`src/rtl/spi_ram_bridge_if.sv`:
```
// Board SPI pins plus the RAM port as seen by spi_ram_bridge. There is no valid/ready
// handshake: mem_we is a one-cycle write strobe, and mem_rdata must be valid one clock after mem_addr.
interface spi_ram_bridge_if #(
  parameter int ADDR_WIDTH = 8,
  parameter int DATA_WIDTH = 32
);
  logic                  sclk;
  logic                  cs_n;
  logic                  mosi;
  logic                  miso;
  logic                  miso_oe;
  logic [ADDR_WIDTH-1:0] mem_addr;
  logic [DATA_WIDTH-1:0] mem_wdata;
  logic                  mem_we;
  logic [DATA_WIDTH-1:0] mem_rdata;
  logic                  cpu_hold;

  modport slave (
    input  sclk, cs_n, mosi, mem_rdata,
    output miso, miso_oe, mem_addr, mem_wdata, mem_we, cpu_hold
  );

  modport master (
    output sclk, cs_n, mosi, mem_rdata,
    input  miso, miso_oe, mem_addr, mem_wdata, mem_we, cpu_hold
  );
endinterface

```
`src/rtl/spi_ram_bridge.sv`:
```
// SPI mode-0 responder giving an external master read/write access to the CPU RAM.
// Optional SPI_BRIDGE_ID_EN: command 0x9F streams the constant ID word 32'h5350_4931.
module spi_ram_bridge #(
  parameter int ADDR_WIDTH = 8,
  parameter int DATA_WIDTH = 32
) (
  input  logic            clock,
  input  logic            reset,
  spi_ram_bridge_if.slave bus,
  output logic [2:0]      state_o
);
  typedef enum logic [2:0] {
    S_IDLE   = 3'd0,
    S_CMD    = 3'd1,
    S_ADDR   = 3'd2,
    S_WDATA  = 3'd3,
    S_RDATA  = 3'd4,
    S_IGNORE = 3'd5
  } state_e;

  localparam logic [7:0]            CMD_WRITE = 8'h02;
  localparam logic [7:0]            CMD_READ  = 8'h03;
  localparam logic [ADDR_WIDTH-1:0] ADDR_ONE  = 1;
`ifdef SPI_BRIDGE_ID_EN
  localparam logic [7:0]            CMD_ID    = 8'h9F;
  localparam logic [DATA_WIDTH-1:0] ID_WORD   = 32'h5350_4931;
`endif

  logic sclk_meta_q, sclk_sync_q, sclk_prev_q;
  logic cs_meta_q, cs_sync_q, cs_prev_q;
  logic mosi_meta_q, mosi_sync_q;
  logic sclk_rise, sclk_fall, cs_fall, cs_rise;

  // cs_n synchronizer resets to "selected" so a frame already under way at reset
  // is not seen as a new falling edge; cs_n must rise and fall again first.
  always_ff @(posedge clock) begin
    if (!reset) begin
      sclk_meta_q <= 1'b0;
      sclk_sync_q <= 1'b0;
      sclk_prev_q <= 1'b0;
      cs_meta_q   <= 1'b0;
      cs_sync_q   <= 1'b0;
      cs_prev_q   <= 1'b0;
      mosi_meta_q <= 1'b0;
      mosi_sync_q <= 1'b0;
    end else begin
      sclk_meta_q <= bus.sclk;
      sclk_sync_q <= sclk_meta_q;
      sclk_prev_q <= sclk_sync_q;
      cs_meta_q   <= bus.cs_n;
      cs_sync_q   <= cs_meta_q;
      cs_prev_q   <= cs_sync_q;
      mosi_meta_q <= bus.mosi;
      mosi_sync_q <= mosi_meta_q;
    end
  end

  assign sclk_rise = sclk_sync_q & ~sclk_prev_q;
  assign sclk_fall = ~sclk_sync_q & sclk_prev_q;
  assign cs_fall   = ~cs_sync_q & cs_prev_q;
  assign cs_rise   = cs_sync_q & ~cs_prev_q;

  state_e                state_q, state_d;
  logic [4:0]            bit_cnt_q, bit_cnt_d;
  logic [7:0]            cmd_q, cmd_d;
  logic [DATA_WIDTH-1:0] shift_in_q, shift_in_d;
  logic [DATA_WIDTH-1:0] shift_out_q, shift_out_d;
  logic [ADDR_WIDTH-1:0] addr_q, addr_d;
  logic                  addr_inc_q, addr_inc_d;
  logic                  load_pend_q, load_pend_d;
  logic                  id_mode_q, id_mode_d;
  logic                  mem_we_q, mem_we_d;
  logic [DATA_WIDTH-1:0] mem_wdata_q, mem_wdata_d;
  logic                  cpu_hold_q, cpu_hold_d;
  logic [DATA_WIDTH-1:0] shift_word;

  always_ff @(posedge clock) begin
    if (!reset) begin
      state_q     <= S_IDLE;
      bit_cnt_q   <= '0;
      cmd_q       <= '0;
      shift_in_q  <= '0;
      shift_out_q <= '0;
      addr_q      <= '0;
      addr_inc_q  <= 1'b0;
      load_pend_q <= 1'b0;
      id_mode_q   <= 1'b0;
      mem_we_q    <= 1'b0;
      mem_wdata_q <= '0;
      cpu_hold_q  <= 1'b0;
    end else begin
      state_q     <= state_d;
      bit_cnt_q   <= bit_cnt_d;
      cmd_q       <= cmd_d;
      shift_in_q  <= shift_in_d;
      shift_out_q <= shift_out_d;
      addr_q      <= addr_d;
      addr_inc_q  <= addr_inc_d;
      load_pend_q <= load_pend_d;
      id_mode_q   <= id_mode_d;
      mem_we_q    <= mem_we_d;
      mem_wdata_q <= mem_wdata_d;
      cpu_hold_q  <= cpu_hold_d;
    end
  end

  always_comb begin
    state_d     = state_q;
    bit_cnt_d   = bit_cnt_q;
    cmd_d       = cmd_q;
    shift_in_d  = shift_in_q;
    shift_out_d = shift_out_q;
    addr_d      = addr_inc_q ? addr_q + ADDR_ONE : addr_q;
    addr_inc_d  = 1'b0;
    load_pend_d = load_pend_q;
    id_mode_d   = id_mode_q;
    mem_we_d    = 1'b0;
    mem_wdata_d = mem_wdata_q;
    shift_word  = {shift_in_q[DATA_WIDTH-2:0], mosi_sync_q};

    case (state_q)
      S_IDLE: begin
        if (cs_fall) begin
          state_d     = S_CMD;
          bit_cnt_d   = '0;
          shift_in_d  = '0;
          shift_out_d = '0;
          load_pend_d = 1'b0;
          id_mode_d   = 1'b0;
        end
      end
      S_CMD: begin
        if (sclk_rise) begin
          shift_in_d = shift_word;
          bit_cnt_d  = bit_cnt_q + 5'd1;
          if (bit_cnt_q == 5'd7) begin
            cmd_d     = shift_word[7:0];
            bit_cnt_d = '0;
            state_d   = S_ADDR;
          end
        end
      end
      S_ADDR: begin
        if (sclk_rise) begin
          shift_in_d = shift_word;
          bit_cnt_d  = bit_cnt_q + 5'd1;
          if (bit_cnt_q == 5'd7) begin
            bit_cnt_d  = '0;
            shift_in_d = '0;
            case (cmd_q)
              CMD_WRITE: begin
                state_d = S_WDATA;
                addr_d  = shift_word[ADDR_WIDTH-1:0];
              end
              CMD_READ: begin
                state_d     = S_RDATA;
                addr_d      = shift_word[ADDR_WIDTH-1:0];
                load_pend_d = 1'b1;
              end
`ifdef SPI_BRIDGE_ID_EN
              CMD_ID: begin
                state_d     = S_RDATA;
                id_mode_d   = 1'b1;
                load_pend_d = 1'b1;
              end
`endif
              default: state_d = S_IGNORE;
            endcase
          end
        end
      end
      S_WDATA: begin
        if (sclk_rise) begin
          shift_in_d = shift_word;
          bit_cnt_d  = bit_cnt_q + 5'd1;
          if (bit_cnt_q == 5'd31) begin
            mem_we_d    = 1'b1;
            mem_wdata_d = shift_word;
            addr_inc_d  = 1'b1;
          end
        end
      end
      S_RDATA: begin
        if (sclk_rise) begin
          bit_cnt_d = bit_cnt_q + 5'd1;
          if (bit_cnt_q == 5'd31) begin
            load_pend_d = 1'b1;
            addr_inc_d  = ~id_mode_q;
          end
        end
        // The fetched word is loaded on the falling edge, long after mem_rdata settled.
        if (sclk_fall) begin
          if (load_pend_q) begin
            load_pend_d = 1'b0;
`ifdef SPI_BRIDGE_ID_EN
            shift_out_d = id_mode_q ? ID_WORD : bus.mem_rdata;
`else
            shift_out_d = bus.mem_rdata;
`endif
          end else begin
            shift_out_d = shift_out_q << 1;
          end
        end
      end
      S_IGNORE: begin
        state_d = S_IGNORE;
      end
      default: state_d = S_IDLE;
    endcase

    if ((state_q != S_IDLE) && cs_rise) begin
      state_d     = S_IDLE;
      bit_cnt_d   = '0;
      shift_in_d  = '0;
      mem_we_d    = 1'b0;
      load_pend_d = 1'b0;
    end

    cpu_hold_d = (state_q != S_IDLE) || (state_d != S_IDLE);
  end

  assign bus.miso      = (state_q == S_RDATA) && shift_out_q[DATA_WIDTH-1];
  assign bus.miso_oe   = (state_q == S_RDATA);
  assign bus.mem_addr  = addr_q;
  assign bus.mem_wdata = mem_wdata_q;
  assign bus.mem_we    = mem_we_q;
  assign bus.cpu_hold  = cpu_hold_q;
  assign state_o       = state_q;
endmodule

```
`src/flat_wrapper.sv`:
```
// flat-port wrapper written by rule: the top's interface ports become plain ports
module spi_ram_bridge_flat 
#(
  parameter int ADDR_WIDTH = 8,
  parameter int DATA_WIDTH = 32
)
  (clock, reset, state_o, bus_sclk, bus_cs_n, bus_mosi, bus_mem_rdata, bus_miso, bus_miso_oe, bus_mem_addr, bus_mem_wdata, bus_mem_we, bus_cpu_hold);
  spi_ram_bridge_if #(.ADDR_WIDTH(ADDR_WIDTH), .DATA_WIDTH(DATA_WIDTH)) bus_i ();
  input  logic clock;
  input  logic reset;
  output logic [2:0] state_o;
  input wire logic [$bits(bus_i.sclk)-1:0] bus_sclk;
  input wire logic [$bits(bus_i.cs_n)-1:0] bus_cs_n;
  input wire logic [$bits(bus_i.mosi)-1:0] bus_mosi;
  input wire logic [$bits(bus_i.mem_rdata)-1:0] bus_mem_rdata;
  output wire logic [$bits(bus_i.miso)-1:0] bus_miso;
  output wire logic [$bits(bus_i.miso_oe)-1:0] bus_miso_oe;
  output wire logic [$bits(bus_i.mem_addr)-1:0] bus_mem_addr;
  output wire logic [$bits(bus_i.mem_wdata)-1:0] bus_mem_wdata;
  output wire logic [$bits(bus_i.mem_we)-1:0] bus_mem_we;
  output wire logic [$bits(bus_i.cpu_hold)-1:0] bus_cpu_hold;
  assign bus_i.sclk = bus_sclk;
  assign bus_i.cs_n = bus_cs_n;
  assign bus_i.mosi = bus_mosi;
  assign bus_i.mem_rdata = bus_mem_rdata;
  assign bus_miso = bus_i.miso;
  assign bus_miso_oe = bus_i.miso_oe;
  assign bus_mem_addr = bus_i.mem_addr;
  assign bus_mem_wdata = bus_i.mem_wdata;
  assign bus_mem_we = bus_i.mem_we;
  assign bus_cpu_hold = bus_i.cpu_hold;
  spi_ram_bridge #(.ADDR_WIDTH(ADDR_WIDTH), .DATA_WIDTH(DATA_WIDTH)) u_core (.clock(clock), .reset(reset), .bus(bus_i), .state_o(state_o));
endmodule
```
`config.mk`:
```
export PLATFORM = sky130hd
export DESIGN_NAME = spi_ram_bridge_flat
export DESIGN_NICKNAME = d
export VERILOG_FILES = /design/src/rtl/spi_ram_bridge_if.sv /design/src/rtl/spi_ram_bridge.sv /design/src/flat_wrapper.sv
export SDC_FILE = /design/constraint.sdc
export NUM_CORES = 1
export LEC_CHECK = 0
export ABC_AREA = 1
export BUFFER_PORTS_ARGS = -buffer_cell sky130_fd_sc_hd__buf_2
export CORE_MARGIN = 3
export CORE_UTILIZATION = 55
export DETAILED_ROUTE_END_ITERATION = 7
export PLACE_DENSITY = 0.78
export SYNTH_ARGS = -nofsm -noshare
export SYNTH_HDL_FRONTEND = slang
export SYNTH_SLANG_ARGS = --single-unit
```
`constraint.sdc`:
```
create_clock -name clock -period 4.7 [get_ports clock]
set_clock_uncertainty 0.15 [all_clocks]
set_input_delay 0.47 -clock clock [delete_from_list [all_inputs] [get_ports clock]]
set_output_delay 0.47 -clock clock [all_outputs]
set_load 0.01 [all_outputs]
```
==> reports/results.txt <==
I/O pin count: 84
Cell depth of the worst flop-to-flop path: 8
Die area: 0.01175 mm2
Register Area: 0.002623 mm2
Pre-CTS setup slack: 2.055 ns
RSZ-0062 raised after global routing: no
CP peak stage delay: 0.64 ns
Hold Fails Final Rpt: 0
Via/cell ratio: 5.082
Crit. path cell count: 8
Final period util: 57.44%
WHS Endpoint: u_core.shift_out_q[22]
Most common cell in the netlist: nand2_1
Final setup vio count: 0
Post-synth EDFFs: 0
Footprint of the multi-input gates: 0.002709 mm2
Fill cells: 888
Combinational Power Share: 5.2%
Max clock buf depth: 2
Dpl hpwl: 7978 um
Setup CP Type: reg2reg
Initial antenna violation count: 0
Slew Limit Fails: 0
Mapped Nets: 896
Warnings from Yosys: 0
Largest net degree at the start of global routing: 63
Reg2reg end: u_core.shift_out_q[18]
CTS buffer count: 17
VDD IR max: 0.0002421 V
H-tree levels: 4
Internal power: 1.884 mW
Mapped Cells: 856
Fmax: 0.3704 GHz
Post-synthesis average cell area: 6.740 um2
Critical Path Sink Type: register
Reg power frac: 46.3%
Layout cells sized above 1: 14.82%
Total gr overflow: 0
Core area: 0.01000 mm2
Hold Crit Start: bus_mem_rdata[22]
Per-cell routed wire length: 12.31 um
Synth area leaders: dfxtp_1 (45%), nand2_1 (19%), nor2_1 (9.1%)
Dominant cell type by area after synthesis: dfxtp_1
Post-route antenna net violation count: 0
Startpoint Class: register
Clock Power Share: 48.5%
Most used DFF post-synth: dfxtp_1
Crit-path max FO: 34
Max Cap Violations: 0
Setup TNS: 0 ns
Synthesized flop and latch total: 131
Clock Latency Late Sink: 0.52 ns
RR Startpoint: u_core.state_o[2]
Buffers on Ports: 83
CTS clock-pin slew for the worst setup and hold paths: 0.06 ns
Vias in the first global route: 4819
Top-area cell type share of the netlist area: 45.46%
# resized after CTS: 0
DRC: 0
Die height: 108.4 um
Minimum clock period: 2.700 ns
Worst Slack Setup Final: 2.000 ns
Rel. slew slack: 26.83%
Leak: 3.061 nW
Area grow syn2layout: 16.29%
Row count: 36
Die W: 108.4 um
Synthesized area: 0.005769 mm2
Vias: 5407
Root buf cell: clkbuf_8
Fraction of registers with async set/reset: 0%
WP buf/inv: 3
DRT iter0 DRCs: 458
CTS tree: yes
Antenna diodes: 0
Final GP Congestion: 0.8858
Final net count: 958
Power Density: 372.6 mW/mm2
Hold WC Path Type: in2reg
DR pass1 iterations: 5
Sw Ratio: 24.64%
Post-synthesis cell type count: 30
First-pass GRT wire length: 22030 um
CP delay by family, top: buffers and inverters
Status: complete, no violations
Commonest cells in the netlist: nand2_1 (289), nor2_1 (140), dfxtp_1 (131), a21oi_1 (77), o21ai_0 (51)
Hold path cells: 5
Internal reg-to-reg setup slack: 2.00 ns
Crit-path slowest cell: dfxtp_1
Crit path required time: 4.90 ns
Psw: 0.6160 mW
Initial Util: 57.70%
Worst endpoint data arrival time: 2.90 ns
Gr usage total: 23.08%
WL final: 13100 um
Slew @ Worst Pin: 1.096 ns
CP Cell Sequence: nand2_2 -> inv_2 -> nand2_1 -> o21ai_2 -> buf_4 -> inv_2 -> nand2_1 -> a21oi_1
Clock sink total: 131
Sequential share of the synthesized area: 45.46%
==> through the flow <==
stage / util, % / total power [mW] / hold slack (ns) / instance area, um2 / instances
after CTS: 67.09 / 2.515 / 0.1479 / 6709 / 1064
after detailed placement: 61.31 / 1.307 / 0.2555 / 6131 / 1029
after global routing: 67.09 / 2.586 / 0.1654 / 6709 / 1064
after floorplan: - / 1.273 / 0.2405 / 5769 / 856
after global placement: 61.31 / 1.306 / 0.2630 / 6131 / 1029
final: 67.09 / 2.500 / 0.1646 / 6709 / 1064
==> cell usage in the layout (no fill, tap or decap) <==
| cell type | synthesis | final |
|---|---|---|
| nand2_2 | 3 | 3 |
| a21o_1 | 1 | 1 |
| nand3_1 | 44 | 44 |
| o21a_1 | 1 | 1 |
| and3_1 | 1 | 1 |
| nor3_4 | 1 | 1 |
| o21bai_1 | 1 | 1 |
| clkinvlp_4 | 0 | 3 |
| dlygate4sd3_1 | 0 | 3 |
| nand3_2 | 2 | 2 |
| inv_2 | 4 | 4 |
| buf_4 | 7 | 6 |
| buf_2 | 10 | 83 |
| ha_1 | 3 | 3 |
| nor4_1 | 1 | 1 |
| inv_6 | 0 | 3 |
| nor2_1 | 140 | 139 |
| clkinv_2 | 0 | 4 |
| inv_1 | 42 | 42 |
| o21ai_2 | 2 | 2 |
| nand2_1 | 289 | 289 |
| nand3b_1 | 1 | 1 |
| o21ai_0 | 51 | 51 |
| nor3_1 | 3 | 3 |
| o211ai_1 | 1 | 1 |
| a22oi_1 | 1 | 1 |
| dfxtp_1 | 131 | 131 |
| nor2_2 | 4 | 5 |
| clkinv_4 | 0 | 4 |
| mux2i_1 | 1 | 1 |
| clkbuf_16 | 0 | 16 |
| xor2_1 | 2 | 2 |
| a21oi_1 | 77 | 77 |
| bufinv_16 | 0 | 1 |
| clkbuf_8 | 0 | 1 |
==> worst min-delay path, cell delays in order <==
cell and delay [ns]:
buf_2 0.09, nand2_1 0.05, nand2_1 0.04, nand3_1 0.07
a21oi_1 0.06
==> cells by family (layout without fill, tap and decap cells) <==
family                     Yosys count  in the layout  synth area share [%]
buffers and inverters               95            170                 7.634
muxes                                1              1                0.1735
and+or+nand+nor                    489            489                 33.72
adders and majority gates            3              3                0.6507
xor gates and xnor gates             2              2                0.3037
AOI/OAI and AO/OA                  135            135                 12.06
DFF                                131            131                 45.46
==> area by class of cell <==
class | instances | share of cell area (%)
inverter | 46 | 2.574
sequential | 131 | 39.09
timing repair buffer | 92 | 7.311
multi-input combinational | 630 | 40.38
clock inverter | 15 | 1.996
tap | 133 | 2.480
clock buffer | 17 | 6.173
==> how the worst max path moves through the flow <==
stage / startpoint / end / slack (ns)
after floorplan: u_core.bit_cnt_q[0] / u_core.bus.mem_wdata[29] / 2.81
after CTS: u_core.state_o[2] / u_core.shift_out_q[18] / 2.03
after global placement: u_core.state_o[2] / u_core.shift_out_q[31] / 2.06
after detailed placement: u_core.state_o[2] / u_core.shift_out_q[17] / 2.05
final: u_core.state_o[2] / u_core.shift_out_q[18] / 2.00
after global routing: u_core.state_o[2] / u_core.shift_out_q[18] / 1.80
==> power by group through the flow <==
stage	Clock, mW	Combinational (mW)	Sequential (mW)
after floorplan	0	0.104	1.17
after global placement	0	0.127	1.18
after detailed placement	0	0.128	1.18
after CTS	1.23	0.131	1.16
after global routing	1.27	0.153	1.16
final	1.21	0.131	1.16
==> repair_timing <==
action,CTS,global route
endpoints found under the setup margin,0,0
buffers inserted,0,0
hold buffers,3,0
endpoints found under the hold margin,3,0
==> sequential cells by signal (all words and copies together) (netlist names) <==
name / count
u_core.bus.mem_we: 1
u_core.shift_in_q: 31
u_core.cmd_q: 8
u_core.bus.mem_wdata: 32
u_core.sclk_sync_q: 1
u_core.bus.cpu_hold: 1
u_core.state_o: 3
u_core.cs_meta_q: 1
u_core.mosi_meta_q: 1
u_core.cs_sync_q: 1
u_core.bus.mem_addr: 8
u_core.bit_cnt_q: 5
u_core.cs_prev_q: 1
u_core.load_pend_q: 1
u_core.sclk_meta_q: 1
u_core.sclk_prev_q: 1
u_core.addr_inc_q: 1
u_core.shift_out_q: 32
u_core.mosi_sync_q: 1
==> routing by layer <==
metal	track usage (%)	wire, um	share of wire [%]
met5	0	0	0
met4	6.402	92	0.70
met2	37.51	6130	47
met1	30.51	6113	47
met3	5.791	763	5.8
No activity file was read; power rests on OpenSTA's default activity.
